### config.mk
export PLATFORM = sky130hd
export DESIGN_NAME = bit_serializer
export DESIGN_NICKNAME = d
export VERILOG_FILES = /design/src/rtl/bit_serializer_pkg.sv /design/src/rtl/bit_tick_gen.sv /design/src/rtl/bit_serializer.sv
export SDC_FILE = /design/constraint.sdc
export NUM_CORES = 1
export LEC_CHECK = 0
export ABC_CLOCK_PERIOD_IN_PS = 2100
export BUFFER_PORTS_ARGS = -buffer_cell sky130_fd_sc_hd__buf_2
export CORE_UTILIZATION = 23
export DETAILED_ROUTE_END_ITERATION = 8
export PLACE_DENSITY_LB_ADDON = 0.08
export SLEW_MARGIN = 20
export SYNTH_ARGS = -nofsm -noshare
export SYNTH_HDL_FRONTEND = slang
export SYNTH_SLANG_ARGS = --single-unit
### constraint.sdc
create_clock -name CLK -period 2.1 [get_ports CLK]
set_input_delay 0.21 -clock CLK [delete_from_list [all_inputs] [get_ports CLK]]
set_output_delay 0.21 -clock CLK [all_outputs]
set_load 0.05 [all_outputs]
### src/rtl/bit_serializer_pkg.sv
// Shared definitions for the bit serializer: FSM state encodings and a
// counter-width helper.
package bit_serializer_pkg;

   // 2-bit state encodings. S_LOAD is the single capture clock between the
   // accepted handshake and the first bit period.
   localparam logic [1:0] S_IDLE  = 2'd0;
   localparam logic [1:0] S_LOAD  = 2'd1;
   localparam logic [1:0] S_SHIFT = 2'd2;
   localparam logic [1:0] S_GAP   = 2'd3;

   // Counter width for a modulus n. Never returns less than one bit.
   function automatic int unsigned clog2_min1(input int unsigned n);
      int unsigned r;
      r = $clog2(n);
      return (r < 1) ? 1 : r;
   endfunction

endpackage

### src/rtl/bit_tick_gen.sv
// Bit-period divider. It counts DIV clocks per period and reports the end of
// the current period. It also looks one clock ahead: whether the next clock
// starts a period and whether the next clock ends one. The look-ahead lets
// the parent register its outputs without adding latency.
//  clk          in  system clock
//  rst_n        in  async active-low reset
//  restart      in  sync clear; the next clock is the first of a period
//  end_c        out current clock is the last of its period
//  next_start_c out next clock is the first of a period
//  next_end_c   out next clock is the last of a period
module bit_tick_gen
   import bit_serializer_pkg::*;
#(
   parameter int unsigned DIV = 1
) (
   input  logic clk,
   input  logic rst_n,
   input  logic restart,
   output logic end_c,
   output logic next_start_c,
   output logic next_end_c
);

   localparam int unsigned    CW   = clog2_min1(DIV);
   localparam logic [CW-1:0]  LAST = CW'(DIV - 1);

   logic [CW-1:0] cnt;
   logic [CW-1:0] cnt_nxt;

   // The terminal count returns to zero on the same edge, so the counter never wraps.
   always_comb begin
      cnt_nxt = cnt + CW'(1);
      if (restart || cnt == LAST) begin
         cnt_nxt = '0;
      end
   end

   always_ff @(posedge clk or negedge rst_n) begin
      if (!rst_n) begin
         cnt <= '0;
      end else begin
         cnt <= cnt_nxt;
      end
   end

   assign end_c        = (cnt == LAST);
   assign next_start_c = (cnt_nxt == '0);
   assign next_end_c   = (cnt_nxt == LAST);

endmodule

### src/rtl/bit_serializer.sv
// Parallel-to-serial feeder for the downstream detector stage. It accepts a
// word over a LOAD/READY handshake and sends it MSB first on I, one bit per
// DIV-clock period. EN strobes on the first clock of each bit period. An
// optional GAP of idle clocks follows each word.
//  CLK   in  system clock
//  RST_N in  async active-low reset
//  D     in  parallel word, captured when LOAD & READY
//  LOAD  in  word-valid request
//  READY out block accepts a word this clock
//  EN    out bit strobe
//  I     out serial data bit
//  BUSY  out word in flight (SHIFT or GAP)
//  DONE  out pulse on the last clock of the last bit
module bit_serializer
   import bit_serializer_pkg::*;
#(
   parameter int unsigned WIDTH = 8,
   parameter int unsigned DIV   = 1,
   parameter int unsigned GAP   = 0
) (
   input  logic             CLK,
   input  logic             RST_N,
   input  logic [WIDTH-1:0] D,
   input  logic             LOAD,
   output logic             READY,
   output logic             EN,
   output logic             I,
   output logic             BUSY,
   output logic             DONE
);

   localparam int unsigned    BW       = clog2_min1(WIDTH);
   localparam int unsigned    GW       = clog2_min1(GAP);
   localparam logic [BW-1:0]  BIT_LAST = BW'(WIDTH - 1);
   localparam logic [GW-1:0]  GAP_LAST = GW'((GAP > 0) ? GAP - 1 : 0);

   logic [1:0]       state;
   logic [1:0]       state_nxt;
   logic [WIDTH-1:0] sh;
   logic [WIDTH-1:0] sh_nxt;
   logic [BW-1:0]    bit_cnt;
   logic [BW-1:0]    bit_nxt;
   logic [GW-1:0]    gap_cnt;
   logic [GW-1:0]    gap_nxt;
   logic             restart_c;
   logic             end_c;
   logic             next_start_c;
   logic             next_end_c;

   // The divider runs only while shifting, so every word starts on a fresh period.
   assign restart_c = (state != S_SHIFT);

   bit_tick_gen #(
      .DIV (DIV)
   ) u_tick (
      .clk          (CLK),
      .rst_n        (RST_N),
      .restart      (restart_c),
      .end_c        (end_c),
      .next_start_c (next_start_c),
      .next_end_c   (next_end_c)
   );

   // Next-state, shift register and counter logic.
   always_comb begin
      state_nxt = state;
      sh_nxt    = sh;
      bit_nxt   = '0;
      gap_nxt   = '0;
      case (state)
         S_IDLE: begin
            if (LOAD) begin
               state_nxt = S_LOAD;
               sh_nxt    = D;
            end
         end
         S_LOAD: begin
            state_nxt = S_SHIFT;
         end
         S_SHIFT: begin
            bit_nxt = bit_cnt;
            if (end_c) begin
               sh_nxt = {sh[WIDTH-2:0], 1'b0};
               if (bit_cnt == BIT_LAST) begin
                  bit_nxt   = '0;
                  state_nxt = (GAP > 0) ? S_GAP : S_IDLE;
               end else begin
                  bit_nxt = bit_cnt + BW'(1);
               end
            end
         end
         S_GAP: begin
            if (gap_cnt == GAP_LAST) begin
               state_nxt = S_IDLE;
            end else begin
               gap_nxt = gap_cnt + GW'(1);
            end
         end
         default: begin
            state_nxt = S_IDLE;
         end
      endcase
   end

   always_ff @(posedge CLK or negedge RST_N) begin
      if (!RST_N) begin
         state   <= S_IDLE;
         sh      <= '0;
         bit_cnt <= '0;
         gap_cnt <= '0;
      end else begin
         state   <= state_nxt;
         sh      <= sh_nxt;
         bit_cnt <= bit_nxt;
         gap_cnt <= gap_nxt;
      end
   end

   // Outputs are registered from next-state values, so they line up with the state they describe.
   always_ff @(posedge CLK or negedge RST_N) begin
      if (!RST_N) begin
         READY <= 1'b1;
         BUSY  <= 1'b0;
         EN    <= 1'b0;
         I     <= 1'b0;
         DONE  <= 1'b0;
      end else begin
         READY <= (state_nxt == S_IDLE);
         BUSY  <= (state_nxt == S_SHIFT) || (state_nxt == S_GAP);
         EN    <= (state_nxt == S_SHIFT) && next_start_c;
         I     <= (state_nxt == S_SHIFT) && sh_nxt[WIDTH-1];
         DONE  <= (state_nxt == S_SHIFT) && (bit_nxt == BIT_LAST) && next_end_c;
      end
   end

endmodule

==> run metrics <==
Post-Syn Nets=70; maximum vdd drop=0.0003465 V; Slew Limit Fails=0; Buf/Inv on CP=0; Syn-to-layout area delta=20.46%; total power=0.001219 W; Crit path largest cell delay=400 ps; Yosys cell types=23; Tmin final=1533 ps; most used cell, CP=ha_1; Finished Cell Area=913.4 µm²; outcome=completed; synthesized instance count=57; nets@finish=90; Mapped Avg Cell Area=13.30 µm²; r2r setup slk=570 ps; Cell Rows=20; total negative slack=0 ps; antenna cells=0; vias in the first global route=514; Clock Skews=3.897 ps; Syn Std Cell Area=758.2 µm²; share of cells above drive strength 1=31.58%; startpoint type of the worst setup path=register; GRT overflow=0; first-pass GRT wire length=2.415 mm; RSZ-0062 raised after global routing=no; Via density=4.150; Core ar.=3078 µm²; layer with the highest usage=met2; placed inst area=877.1 µm²; setup violators final=0; First-pass DRT Iterations=2; Hold/Removal Path Class=primary input to register; antenna violations before repair=0; clk buf depth=2; part of the Yosys area used for sequential elements=59.57%; DRC viols=0; largest net degree at the start of global routing=19; commonest non-fill, non-tap cell in the layout=dfrtp_1; Clock Pin Slew Worst Setup and Hold Paths=100 ps; Clk Tree Root Cell=clkbuf_4; GRT met2 Usage=14.13%; Setup CP Type=register to register; Die H=59.42 µm; Iteration-0 DRC Markers=13; antenna viol nets, final=0; worst path required time=2340 ps; IO Count=16; CTS H-Tree Depth=1; register bit total from synthesis=18; max cap viols=0; grt met3 use=3.930%; critical-path cell list=ha_1, ha_1, or3_1, a21oi_2, and3_1; DR WL/cell=11.43 µm; f_max=0.6523 GHz; Period Utilization, post-route=73.00%; I/O Buffers=15; CP Capture Type=register; crit path max-delay cell type=dfrtp_1; Post-CTS Setup Inserts=0; count of final hold-check violations=0; Final WS setup=567.0 ps; CTS buffer count=3; hpwl dp=947.7 µm; most frequent cells in the layout=dfrtp_1, buf_2, a22o_1; Worst Path Max Fanout=3; Synth Warn #=0; CTS tree=done; Die ar.=3530 µm²; via count=498; Routed WL=1.371 mm; pwr dens=1335 nW/µm²; global router's overall resource usage=9.775%; post-place setup slack=558.1 ps; leakage power=0.4731 nW; gpl congestion=0.6085; CP delay by family, top=simple AND/OR/NAND/NOR gates; Starting Density=24.63%; latest clock arrival within the worst-skew pair=290 ps; Die W=59.42 µm; worst path arrival time=1770 ps; Num Clock Sinks=18; met1 usage=12.42%
final timing paths:
| kind | depth (start not counted) | from | end |
|---|---|---|---|
| hold reg to reg | 1 | sh[3] | sh[3] |
| max in group asynchronous | 2 | RST_N | READY |
| hold / removal | 2 | D[0] | sh[0] |
| setup reg to reg | 5 | bit_cnt[0] | DONE |
| min in group asynchronous | 2 | RST_N | EN |
| setup / recovery | 5 | bit_cnt[0] | DONE |
sequential cells by signal, summed over array words and instances (netlist names):
name and cells:
u_tick.cnt 1, READY 1, state 1, EN 1, bit_cnt 3, BUSY 1
I 1, sh 8, DONE 1
Yosys cell counts, drive strengths merged:
cell type  instances  area, µm²
a21o               6      45.04
a21oi              1      8.760
a22o               8      70.07
and3               1      6.260
buf                2      18.77
conb               1      3.750
dfrtp             17      425.4
dfstp              1      26.28
ha                 2      25.02
mux2i              2      20.02
nand2              1      3.750
nand2b             2      12.51
nor2               4      17.52
nor2b              1      6.260
nor3b              3      38.79
o21a               1      7.510
o21ai              2      10.01
or2                1      6.260
or3                1      6.260
metrics by stage:
step | util [%] | cells | hold slack (ps)
2_1_floorplan | - | 57 | -85.59
3_3_place_gp | 28.50 | 115 | 178.7
3_5_place_dp | 28.50 | 115 | 172.3
4_1_cts | 29.67 | 120 | 117.8
5_1_grt | 29.67 | 120 | 125.9
6_report | 29.67 | 120 | 137.8
kinds of logic (layout without fill, tap and decap cells):
group           after synthesis  after routing  synth area share [%]
buf+inv                       2             21                 2.476
flops                        18             18                 59.57
compound gates               18             18                 18.65
other cells                   1              1                0.4946
simple gates                 14             14                 12.87
fa+ha+maj                     2              2                 3.300
mux                           2              2                 2.640
layout make-up:
cell class	count	area, µm²
tap	44	55.05
sequential	18	451.7
timing repair buffer	17	92.59
fill	340	2165
clock buffer	4	26.28
multi-input combinational	37	287.8
layer usage:
metal / vias to the layer above / share of wire [%]
li1: 242 / -
met1: 239 / 50
met2: 15 / 43
met3: 2 / 5.0
met4: 0 / 1.7
met5: - / 0
power by group:
group          leakage (nW)  internal (W)  switching [W]
Sequential            0.227      0.000480      0.0000690
Combinational         0.231      0.000186       0.000304
Clock                0.0150     0.0000739       0.000107
repair_timing:
action / CTS / global route
endpoints found under the setup margin: 0 / 0
endpoints found under the hold margin: 17 / 0
gates resized for setup: 0 / 0
hold buffers: 1 / 0
No activity file was read; power rests on OpenSTA's default activity.
